===== src/rtl/rv32i_types.sv =====
// RV32I shared types: fetch packet, decoded-instruction word, opcode/ALU/compare enums
// and write-back mux select encodings.
package rv32i_types;

  typedef enum logic [6:0] {
    op_lui   = 7'b0110111,
    op_auipc = 7'b0010111,
    op_jal   = 7'b1101111,
    op_jalr  = 7'b1100111,
    op_br    = 7'b1100011,
    op_load  = 7'b0000011,
    op_store = 7'b0100011,
    op_imm   = 7'b0010011,
    op_reg   = 7'b0110011
  } rv32i_opcode_e;

  typedef enum logic [2:0] {
    alu_add = 3'b000,
    alu_sll = 3'b001,
    alu_sra = 3'b010,
    alu_sub = 3'b011,
    alu_xor = 3'b100,
    alu_srl = 3'b101,
    alu_or  = 3'b110,
    alu_and = 3'b111
  } alu_ops_e;

  typedef enum logic [2:0] {
    cmp_beq  = 3'b000,
    cmp_bne  = 3'b001,
    cmp_blt  = 3'b100,
    cmp_bge  = 3'b101,
    cmp_bltu = 3'b110,
    cmp_bgeu = 3'b111
  } cmp_ops_e;

  localparam logic [3:0] RFM_ALU = 4'd0;
  localparam logic [3:0] RFM_SLT = 4'd1;
  localparam logic [3:0] RFM_IMM = 4'd2;
  localparam logic [3:0] RFM_LW  = 4'd3;
  localparam logic [3:0] RFM_PC4 = 4'd4;
  localparam logic [3:0] RFM_LB  = 4'd5;
  localparam logic [3:0] RFM_LBU = 4'd6;
  localparam logic [3:0] RFM_LH  = 4'd7;
  localparam logic [3:0] RFM_LHU = 4'd8;

  typedef struct packed {
    logic [31:0] pc;
    logic [31:0] inst;
    logic        valid;
  } if_id_t;

  typedef struct packed {
    logic [31:0] pc;
    logic [31:0] inst;
    logic [6:0]  opcode;
    logic [2:0]  funct3;
    logic [6:0]  funct7;
    logic [4:0]  rs1_s;
    logic [4:0]  rs2_s;
    logic [4:0]  rd_s;
    logic [31:0] imm;
    logic        alu_rs1_sel;
    logic        alu_rs2_sel;
    logic [2:0]  aluop;
    logic [2:0]  cmpop;
    logic        regf_we;
    logic [3:0]  regfilemux_sel;
    logic        illegal;
  } decoded_t;

endpackage


===== src/rtl/id_decoder.sv =====
// Combinational RV32I decoder: if_id_t -> decoded_t (fields, immediate, ALU/CMP and
// write-back selects). Zero latency, no handshake.
module id_decoder
  import rv32i_types::*;
(
  input  if_id_t   i_pkt,
  output decoded_t o_dec
);

  logic [31:0] w_inst;
  logic [2:0]  w_f3;
  logic [6:0]  w_f7;
  logic [31:0] w_imm_i, w_imm_s, w_imm_b, w_imm_u, w_imm_j;
  logic        w_unused_valid;

  assign w_inst  = i_pkt.inst;
  assign w_f3    = w_inst[14:12];
  assign w_f7    = w_inst[31:25];
  assign w_imm_i = {{21{w_inst[31]}}, w_inst[30:20]};
  assign w_imm_s = {{21{w_inst[31]}}, w_inst[30:25], w_inst[11:7]};
  assign w_imm_b = {{20{w_inst[31]}}, w_inst[7], w_inst[30:25], w_inst[11:8], 1'b0};
  assign w_imm_u = {w_inst[31:12], 12'h000};
  assign w_imm_j = {{12{w_inst[31]}}, w_inst[19:12], w_inst[20], w_inst[30:21], 1'b0};
  assign w_unused_valid = i_pkt.valid;

  always_comb begin
    o_dec             = '0;
    o_dec.pc          = i_pkt.pc;
    o_dec.inst        = w_inst;
    o_dec.opcode      = w_inst[6:0];
    o_dec.funct3      = w_f3;
    o_dec.funct7      = w_f7;
    o_dec.rs1_s       = w_inst[19:15];
    o_dec.rs2_s       = w_inst[24:20];
    o_dec.rd_s        = w_inst[11:7];
    o_dec.alu_rs2_sel = 1'b1;
    case (w_inst[6:0])
      op_lui:   begin o_dec.imm = w_imm_u; o_dec.regf_we = 1'b1; o_dec.regfilemux_sel = RFM_IMM; end
      op_auipc: begin o_dec.imm = w_imm_u; o_dec.regf_we = 1'b1; o_dec.alu_rs1_sel = 1'b1; end
      op_jal:   begin
        o_dec.imm = w_imm_j; o_dec.regf_we = 1'b1; o_dec.alu_rs1_sel = 1'b1;
        o_dec.regfilemux_sel = RFM_PC4;
      end
      op_jalr:  begin o_dec.imm = w_imm_i; o_dec.regf_we = 1'b1; o_dec.regfilemux_sel = RFM_PC4; end
      op_br:    begin
        o_dec.imm = w_imm_b; o_dec.rd_s = 5'd0; o_dec.alu_rs1_sel = 1'b1; o_dec.cmpop = w_f3;
      end
      op_store: begin o_dec.imm = w_imm_s; o_dec.rd_s = 5'd0; end
      op_load:  begin
        o_dec.imm = w_imm_i;
        o_dec.regf_we = 1'b1;
        case (w_f3)
          3'b000:  o_dec.regfilemux_sel = RFM_LB;
          3'b001:  o_dec.regfilemux_sel = RFM_LH;
          3'b100:  o_dec.regfilemux_sel = RFM_LBU;
          3'b101:  o_dec.regfilemux_sel = RFM_LHU;
          default: o_dec.regfilemux_sel = RFM_LW;
        endcase
      end
      op_imm, op_reg: begin
        o_dec.regf_we = 1'b1;
        if (w_inst[6:0] == op_reg) begin
          o_dec.alu_rs2_sel = 1'b0;
          o_dec.illegal     = (w_f7 != 7'h00) && (w_f7 != 7'h20);
        end else begin
          o_dec.imm = w_imm_i;
        end
        // slt/sltu resolve through the comparator; the ALU result is unused
        case (w_f3)
          3'b000:  o_dec.aluop = ((w_inst[6:0] == op_reg) && w_f7[5]) ? alu_sub : alu_add;
          3'b001:  o_dec.aluop = alu_sll;
          3'b010:  begin o_dec.cmpop = cmp_blt;  o_dec.regfilemux_sel = RFM_SLT; end
          3'b011:  begin o_dec.cmpop = cmp_bltu; o_dec.regfilemux_sel = RFM_SLT; end
          3'b100:  o_dec.aluop = alu_xor;
          3'b101:  o_dec.aluop = w_f7[5] ? alu_sra : alu_srl;
          3'b110:  o_dec.aluop = alu_or;
          default: o_dec.aluop = alu_and;
        endcase
      end
      default: o_dec.illegal = 1'b1;
    endcase
    if (o_dec.rd_s == 5'd0) o_dec.regf_we = 1'b0;
  end

endmodule


===== src/rtl/id_queue.sv =====
// Decode-on-entry elastic queue between IF and EX; 1-cycle latency (0 with ID_QUEUE_BYPASS_EN
// on an empty queue); in_ready drops only when full, independent of out_ready; flush empties all.
module id_queue
  import rv32i_types::*;
#(
  parameter int  DEPTH = 4,
  localparam int CNT_W = $clog2(DEPTH) + 1
) (
  input  logic             clk,
  input  logic             rst_n,
  input  logic             flush,
  input  logic             in_valid,
  output logic             in_ready,
  input  if_id_t           in_pkt,
  output logic             out_valid,
  input  logic             out_ready,
  output decoded_t         out_pkt,
  output logic [CNT_W-1:0] count
);

  localparam int AW = CNT_W - 1;

  logic [CNT_W-1:0] r_head, r_tail;
  decoded_t         r_mem [DEPTH];
  decoded_t         w_dec;
  logic             w_empty, w_full, w_enq, w_deq, w_byp;

  id_decoder u_dec (
    .i_pkt (in_pkt),
    .o_dec (w_dec)
  );

  assign w_empty  = (r_head == r_tail);
  assign w_full   = (r_head[AW] != r_tail[AW]) && (r_head[AW-1:0] == r_tail[AW-1:0]);
  assign count    = r_tail - r_head;
  assign in_ready = !w_full;

`ifdef ID_QUEUE_BYPASS_EN
  assign w_byp = w_empty && in_valid && in_pkt.valid && out_ready && !flush;
`else
  assign w_byp = 1'b0;
`endif

  // Bypassed words go straight to EX and never occupy a slot
  assign w_enq = in_valid && in_ready && in_pkt.valid && !flush && !w_byp;
  assign w_deq = out_ready && !w_empty && !flush;

  always_comb begin
    out_valid = 1'b0;
    out_pkt   = '0;
    if (!flush && !w_empty) begin
      out_valid = 1'b1;
      out_pkt   = r_mem[r_head[AW-1:0]];
    end
`ifdef ID_QUEUE_BYPASS_EN
    else if (w_byp) begin
      out_valid = 1'b1;
      out_pkt   = w_dec;
    end
`endif
  end

  always_ff @(posedge clk or negedge rst_n) begin
    if (!rst_n) begin
      r_head <= '0;
      r_tail <= '0;
    end else if (flush) begin
      r_head <= '0;
      r_tail <= '0;
    end else begin
      if (w_enq) r_tail <= r_tail + CNT_W'(1);
      if (w_deq) r_head <= r_head + CNT_W'(1);
    end
  end

  always_ff @(posedge clk) begin
    if (w_enq) r_mem[r_tail[AW-1:0]] <= w_dec;
  end

endmodule

===== config.mk =====
export PLATFORM = sky130hd
export DESIGN_NAME = id_queue
export DESIGN_NICKNAME = d
export VERILOG_FILES = /design/src/rtl/rv32i_types.sv /design/src/rtl/id_decoder.sv /design/src/rtl/id_queue.sv
export SDC_FILE = /design/constraint.sdc
export NUM_CORES = 1
export LEC_CHECK = 0
export BUFFER_PORTS_ARGS = -buffer_cell sky130_fd_sc_hd__clkbuf_2
export CORE_MARGIN = 2
export CORE_UTILIZATION = 45
export DETAILED_ROUTE_END_ITERATION = 16
export GPL_TIMING_DRIVEN = 0
export PLACE_DENSITY = 0.71
export RECOVER_POWER = 25
export SLEW_MARGIN = 40
export SYNTH_ARGS = -nofsm -noshare
export SYNTH_HDL_FRONTEND = slang
export SYNTH_SLANG_ARGS = --single-unit

===== constraint.sdc =====
create_clock -name clk -period 4.6 [get_ports clk]
set_input_delay 0.46 -clock clk [delete_from_list [all_inputs] [get_ports clk]]
set_output_delay 0.46 -clock clk [all_outputs]
set_load 0.01 [all_outputs]

==> metrics.md, run 1 <==
| Metric | Value |
|---|---|
| Status | `finished, final reports clean` |
| Commonest register cell after synthesis | `edfxtp_1` |
| Clk_skew | `0.006379 ns` |
| Net Sw Frac | `23.07%` |
| Comb power frac | `12.8%` |
| Routed Antenna Nets | `0` |
| Crit-path max FO | `10` |
| Maxcap violations | `0` |
| Routability cong. | `0.8178` |
| Root buffer cell | `clkbuf_16` |
| Boundary pin count | `217` |
| Clk pwr share | `37.9%` |
| Antenna violations before repair | `0` |
| Async SR Flop Fraction | `1.288%` |
| Sequential share of power | `49.3%` |
| Max-slew violations | `0` |
| Clock buffer count from CTS | `48` |
| Setup TNS | `0 ns` |
| Max Root-Sink Buffers | `3` |
| Slowest-stage cell, CP | `o21ai_4` |
| Syn nets | `1036` |
| Crit end category | `output port` |
| Worst-Margin Slew | `0.7205 ns` |
| Synthesized area per cell | `19.82 sq um` |
| Worst-path clk slew | `0.06 ns` |
| Die height | `209.4 um` |
| Synth-to-Final Area Change | `18.04%` |
| CP required | `4.14 ns` |
| Pint | `7382 uW` |
| DR vias/cell | `5.452` |
| Final wirelength | `41080 um` |
| Die W | `209.4 um` |
| Initial Util | `45.47%` |
| CTS tree | `done` |
| Vias | `9868` |
| Period utilisation layout | `91.88%` |
| Post-CTS setup buffer count | `0` |
| Cells after Synth | `958` |
| Core ar. | `41760 sq um` |
| Setup violators final | `0` |
| Post-Syn Area | `18990 sq um` |
| Sw Pwr | `2214 uW` |
| Average wire per standard cell | `22.70 um` |
| Most used cell, CP | `buf_4` |
| DRC | `0` |
| Die area | `43850 sq um` |
| GRT Resource Usage Total | `18.92%` |
| Count of cell types in the netlist | `59` |
| Highest ir drop seen on vdd | `327.7 uV` |
| Hold WC Path Type | `primary input to register` |
| Fillers | `3316` |
| Share of cells above drive strength 1 | `32.57%` |
| First-pass GRT wire length | `61380 um` |
| Number of global-route vias before repair | `10080` |
| Max_slew headroom | `51.97%` |
| Buffers on Ports | `215` |
| Startpoint Class | `register` |
| Worst-skew pair later-pin latency | `0.56 ns` |
| CTS H-Tree Depth | `2` |
| Arrival @ worst endpoint | `3.77 ns` |
| FP Rows | `75` |
| Flops & latches, synth | `466` |
| Crit path largest cell delay | `0.52 ns` |
| Leakage Power | `0.007559 uW` |
| Largest net degree at the start of global routing | `36` |
| Ant diodes | `0` |
| Critical path type | `register to output port` |
| Min cycle time layout | `4.226 ns` |
| Drt first pass iters | `5` |
| Nets | `1315` |
| Clk sinks | `466` |
| Grt ovf | `0` |
| Finished Core Util | `53.67%` |
| Initial drt markers | `790` |
| Hpwl dp | `27000 um` |
| Fin. Hold Viols | `0` |
| Achievable frequency | `236.6 MHz` |
| RSZ-0062 raised after global routing | `no` |
| Power per cell area | `428.2 nW/um^2` |
| Post-synth EDFFs | `460` |
| Synth Warn # | `0` |
| CP cell instances | `buf_4 > buf_6 > buf_2 > inv_1 > ha_1 > nand2_1 > o21ai_4 > clkbuf_1 > nor2b_1 > buf_4 > clkbuf_2` |
| Post-synthesis sequential area ratio | `73.55%` |
-- what timing repair did --
item | CTS | global route
gates resized for setup | 0 | 0
hold buffers | 1 | 0
endpoints found under the hold margin | 6 | 0
-- worst max-delay path, delay by kind of cell, from the launching register on --
kind	cells	cell delay, ns
buffers and inverters	7	1.62
AO/OA/AOI/OAI	1	0.52
flip-flops	1	0.43
adder cells (fa/ha/maj)	1	0.31
AND/OR/NAND/NOR	2	0.31
-- stage by stage --
stage	power [uW]	setup WS [ns]	cell area (sq um)	hold WS [ns]	cells
4_1_cts	9712	0.1914	22470	0.07156	1809
3_5_place_dp	6083	0.5198	21000	0.3028	1724
2_1_floorplan	5613	0.9271	18990	0.1644	958
6_report	9596	0.3737	22410	0.1501	1810
5_1_grt	9957	0.07781	22410	0.1257	1810
3_3_place_gp	6063	-0.7347	20740	0.3039	1712
-- placed cells by master (no fill, tap or decap), drive strengths merged, types with 3 or more instances in the layout --
cell type,n
edfxtp,460
a22o,5
bufinv,3
dfrtp,6
o2111ai,3
a21o,8
mux2,3
nor2b,126
o21ai,15
buf,65
nand2b,3
and2,7
or4,3
nand3b,3
and3,8
ha,7
clkbuf,304
nand3,17
clkinv,21
nand2,16
inv,12
nor2,9
a21oi,9
mux4,115
o31ai,3
-- synth_stat cells, drive strengths merged (2+ instances only) --
cell type	instances	area (sq um)
nor2	9	33.78
a21o	8	60.06
mux4	115	2590
nor3	2	10.01
nand4b	2	17.52
xor2	2	25.03
ha	7	87.58
clkbuf	29	111.4
nand3b	3	22.52
and2	7	43.79
or4	3	22.52
nand2	16	60.06
o31ai	3	22.52
o21a	2	15.01
and3b	2	17.52
nand4	2	12.51
nand2b	3	18.77
and4b	2	20.02
nand3	17	85.08
and3	8	50.05
edfxtp	460	13810
a22o	5	43.79
mux2	3	33.78
o2111ai	3	26.28
o21ai	15	78.83
inv	12	45.04
and4bb	2	25.02
buf	54	401.6
dfrtp	6	150.1
a211o	2	17.52
nor2b	126	800.8
a21oi	9	48.80
-- cells by family (layout without fill, tap and decap cells) --
kind of cell | Yosys count | count (layout) | synth area share (%)
DFF | 466 | 466 | 73.55
and+or+nand+nor | 209 | 209 | 6.729
muxes | 119 | 119 | 13.87
buffers and inverters | 95 | 408 | 2.939
AOI/OAI and AO/OA | 58 | 58 | 2.168
adders and majority gates | 8 | 8 | 0.5667
xor gates and xnor gates | 3 | 3 | 0.1780
-- per-layer routing --
layer,track usage (%),share of wire (%),vias up
met2,30.63,49,354
met3,4.055,6.4,68
met5,0,0,-
li1,-,-,4362
met4,5.419,2.1,0
met1,26.18,43,5084
-- flip-flops by register name, summed over array words and instances, names as in the netlist --
| signal | flops |
|---|---|
| r_tail | 3 |
| r_head | 3 |
| r_mem | 460 |
-- area by class of cell --
cell class	instances	area, sq um	area share [%]
flip-flops and latches	466	13960	62.31
multi-input cells	397	4506	20.10
clock buffers	58	1260	5.622
repair buffers	229	1256	5.605
well taps	539	674.4	3.009
plain buffers	83	510.5	2.278
clock inverters	26	195.2	0.8710
inverters	12	45.04	0.2010
-- path summary, 6_finish.rpt --
check / from / end / slack, ns / cells after the start
worst min-delay path: in_pkt[52] / r_mem[2][129]$_DFFE_PP_ / 0.15 / 1
min in group asynchronous: rst_n / r_tail[2]$_DFFE_PN0P_ / 0.31 / 2
max in group asynchronous: rst_n / r_tail[0]$_DFFE_PN0P_ / 4.03 / 2
worst max register to register: r_head[1]$_DFFE_PN0P_ / r_mem[1][28]$_DFFE_PP_ / 0.60 / 11
worst min register to register: r_tail[1]$_DFFE_PN0P_ / r_tail[1]$_DFFE_PN0P_ / 0.63 / 2
worst max-delay path: r_head[1]$_DFFE_PN0P_ / out_pkt[90] / 0.37 / 11
-- power by group through the flow --
stage | Clock (uW) | Combinational, uW | Sequential [uW]
after floorplan | 0 | 796 | 4820
after global placement | 0 | 1240 | 4820
after detailed placement | 0 | 1260 | 4820
after CTS | 3710 | 1270 | 4730
after global routing | 3890 | 1340 | 4730
final | 3640 | 1230 | 4730
No activity file was read; power rests on OpenSTA's default activity.
==> inputs of run 2 (changes only) <==
--- a/config.mk
+++ b/config.mk
@@ -9,7 +9,6 @@
 export CORE_MARGIN = 2
 export CORE_UTILIZATION = 45
 export DETAILED_ROUTE_END_ITERATION = 16
-export GPL_TIMING_DRIVEN = 0
 export PLACE_DENSITY = 0.71
 export RECOVER_POWER = 25
 export SLEW_MARGIN = 40
==> run 2 against run 1 <==
  * Sequential cell count stayed put
  * Critical path type unchanged
  * Routed wire length is 5.3% lower
  * Hold slack better by 0.016 ns
  * Largest power group unchanged
  * Design area is 2.4% lower
  * Critical path depth is 5 lower
  * Clock power is 4% lower
  * Global-route usage is 1.2 points lower
==> metrics.md, run 2 (same netlist as run 1, synthesis figures left out) <==
| Metric | Value |
|---|---|
| Status | `finished, final reports clean (unchanged)` |
| Highest ir drop seen on vdd | `318.9 uV (was 327.7 uV)` |
| Clock buffer count from CTS | `47 (was 48)` |
| Power per cell area | `427.6 nW/um^2 (was 428.2 nW/um^2)` |
| Hold depth | `1 (unchanged)` |
| Clk_skew | `0.01576 ns (was 0.006379 ns)` |
| Die W | `209.4 um (unchanged)` |
| Number of global-route vias before repair | `9525 (was 10080)` |
| CTS tree | `done (unchanged)` |
| Die height | `209.4 um (unchanged)` |
| Post-CTS sizing | `0 (unchanged)` |
| Fin. Hold Viols | `0 (unchanged)` |
| Maxcap violations | `0 (unchanged)` |
| Most frequent cells in the layout | `edfxtp_1, clkbuf_2, nor2b_1 (unchanged)` |
| Initial Util | `45.47% (unchanged)` |
| Multi-input gate area | `4499 sq um (was 4506 sq um)` |
| Startpoint Class | `register (unchanged)` |
| Clk sinks | `466 (unchanged)` |
| CP required | `4.14 ns (about the same)` |
| Synth-to-Final Area Change | `15.24% (was 18.04%)` |
| Max_slew headroom | `45.59% (was 51.97%)` |
| Period utilisation layout | `72.72% (was 91.88%)` |
| Routed Antenna Nets | `0 (unchanged)` |
| Largest register FFs | `460 (unchanged)` |
| Largest net degree at the start of global routing | `118 (was 36)` |
| Grt ovf | `0 (unchanged)` |
| DRC | `0 (unchanged)` |
| Worst-Margin Slew | `0.8162 ns (was 0.7205 ns)` |
| Max Root-Sink Buffers | `3 (unchanged)` |
| Initial drt markers | `756 (was 790)` |
| FF-to-FF path depth | `5 (was 11)` |
| Nets | `1238 (was 1315)` |
| Average wire per standard cell | `22.40 um (was 22.70 um)` |
| Min cycle time layout | `3.345 ns (was 4.226 ns)` |
| Worst-skew pair later-pin latency | `0.55 ns (was 0.56 ns)` |
| Antenna violations before repair | `2 (was 0)` |
| CTS H-Tree Depth | `2 (unchanged)` |
| WHS | `0.1665 ns (was 0.1501 ns)` |
| Fillers | `3377 (was 3316)` |
| Dpl ws | `1.525 ns (was 0.5198 ns)` |
| Boundary pin count | `217 (unchanged)` |
| First-pass GRT wire length | `58730 um (was 61380 um)` |
| Root buffer cell | `clkbuf_16 (unchanged)` |
| Achievable frequency | `299.0 MHz (was 236.6 MHz)` |
| Final wirelength | `38890 um (was 41080 um)` |
| Crit end category | `output port (unchanged)` |
| Crit-path max FO | `30 (was 10)` |
| Vias | `9559 (was 9868)` |
| Most common cell after layout, fill and taps aside | `edfxtp_1 (unchanged)` |
| Max-slew violations | `0 (unchanged)` |
| GRT Resource Usage Total | `17.74% (was 18.92%)` |
| Worst-path clk slew | `0.06 ns (about the same)` |
| Drt first pass iters | `5 (unchanged)` |
| Leakage Power | `0.007249 uW (was 0.007559 uW)` |
| FP Rows | `75 (unchanged)` |
| Setup slack after layout | `1.255 ns (was 0.3737 ns)` |
| RSZ-0062 raised after global routing | `no (unchanged)` |
| Core ar. | `41760 sq um (unchanged)` |
| DR vias/cell | `5.506 (was 5.452)` |
| Setup violators final | `0 (unchanged)` |
| Arrival @ worst endpoint | `2.88 ns (was 3.77 ns)` |
| Buffers on Ports | `216 (was 215)` |
| Die area | `43850 sq um (unchanged)` |
| Routability cong. | `0.7870 (was 0.8178)` |
| Share of cells above drive strength 1 | `30.85% (was 32.57%)` |
| Critical path type | `register to output port (unchanged)` |
| Hpwl dp | `23880 um (was 27000 um)` |
| Setup TNS | `0 ns (unchanged)` |
| FF/Latch Area | `13970 sq um (was 13960 sq um)` |
| Hold WC Path Type | `primary input to register (unchanged)` |
-- run 2: cell types whose count changed in the layout (fill, tap and decap cells not counted), sizes merged, moves of 2 or more --
| cell | change |
|---|---|
| buf | -46 |
| bufinv | -2 |
| clkbuf | -30 |
| clkinv | +4 |
| clkinvlp | -2 |
-- run 2: area by class of cell --
class	count	area share [%]
Sequential cell	466	63.85
Clock inverter	27	0.7663
Multi-Input combinational cell	397	20.56
Inverter	12	0.2059
Antenna cell	1	0.01144
Tap cell	539	3.082
Timing Repair Buffer	236	5.856
Clock buffer	58	5.661
-- run 2: path summary, 6_finish.rpt --
| check | start | end | slack, ns |
|---|---|---|---|
| max | r_head[0]$_DFFE_PN0P_ | out_pkt[99] | 1.26 |
| min | in_pkt[57] | r_mem[0][134]$_DFFE_PP_ | 0.17 |
| max reg2reg | r_head[0]$_DFFE_PN0P_ | r_mem[0][86]$_DFFE_PP_ | 1.59 |
| min reg2reg | r_tail[1]$_DFFE_PN0P_ | r_tail[1]$_DFFE_PN0P_ | 0.62 |
| max in group asynchronous | rst_n | r_head[0]$_DFFE_PN0P_ | 3.94 |
| min in group asynchronous | rst_n | r_tail[2]$_DFFE_PN0P_ | 0.34 |
-- run 2: power by group --
part | total [uW] | leakage (uW) | switching [uW] | internal [uW]
sequential | 4750 | 0.00433 | 31.8 | 4720
combinational | 1110 | 0.00222 | 612 | 502
clock | 3490 | 0.000695 | 1530 | 1970
-- run 2: per-layer routing --
metal	share of wire, %	track usage (%)	up-vias
met5	0.033	0	-
met4	1.9	4.581	2
met3	6.4	3.307	61
met2	48	28.30	341
met1	44	25.48	4932
li1	-	-	4223
-- run 2: what timing repair did --
item / 4_1_cts / 5_1_grt
hold buffers: 1 / 0
endpoints found under the hold margin: 6 / 0
setup buffers: 0 / 0
-- run 2: stage by stage --
stage | power (uW) | util (%) | area (sq um) | instances
3_3_place_gp | 5971 | 49.15 | 20520 | 1648
6_report | 9357 | 52.40 | 21880 | 1736
2_1_floorplan | 5613 | - | 18990 | 958
3_5_place_dp | 5982 | 49.17 | 20530 | 1649
5_1_grt | 9707 | 52.39 | 21880 | 1735
4_1_cts | 9477 | 52.57 | 21950 | 1735
-- run 2: worst max-delay path: stages, from the launching register on --
cell	delay, ns
dfrtp_4	0.64
ha_1	0.38
nand2_1	0.14
o21ai_4	0.41
buf_4	0.43
nor2b_1	0.13
clkbuf_2	0.18
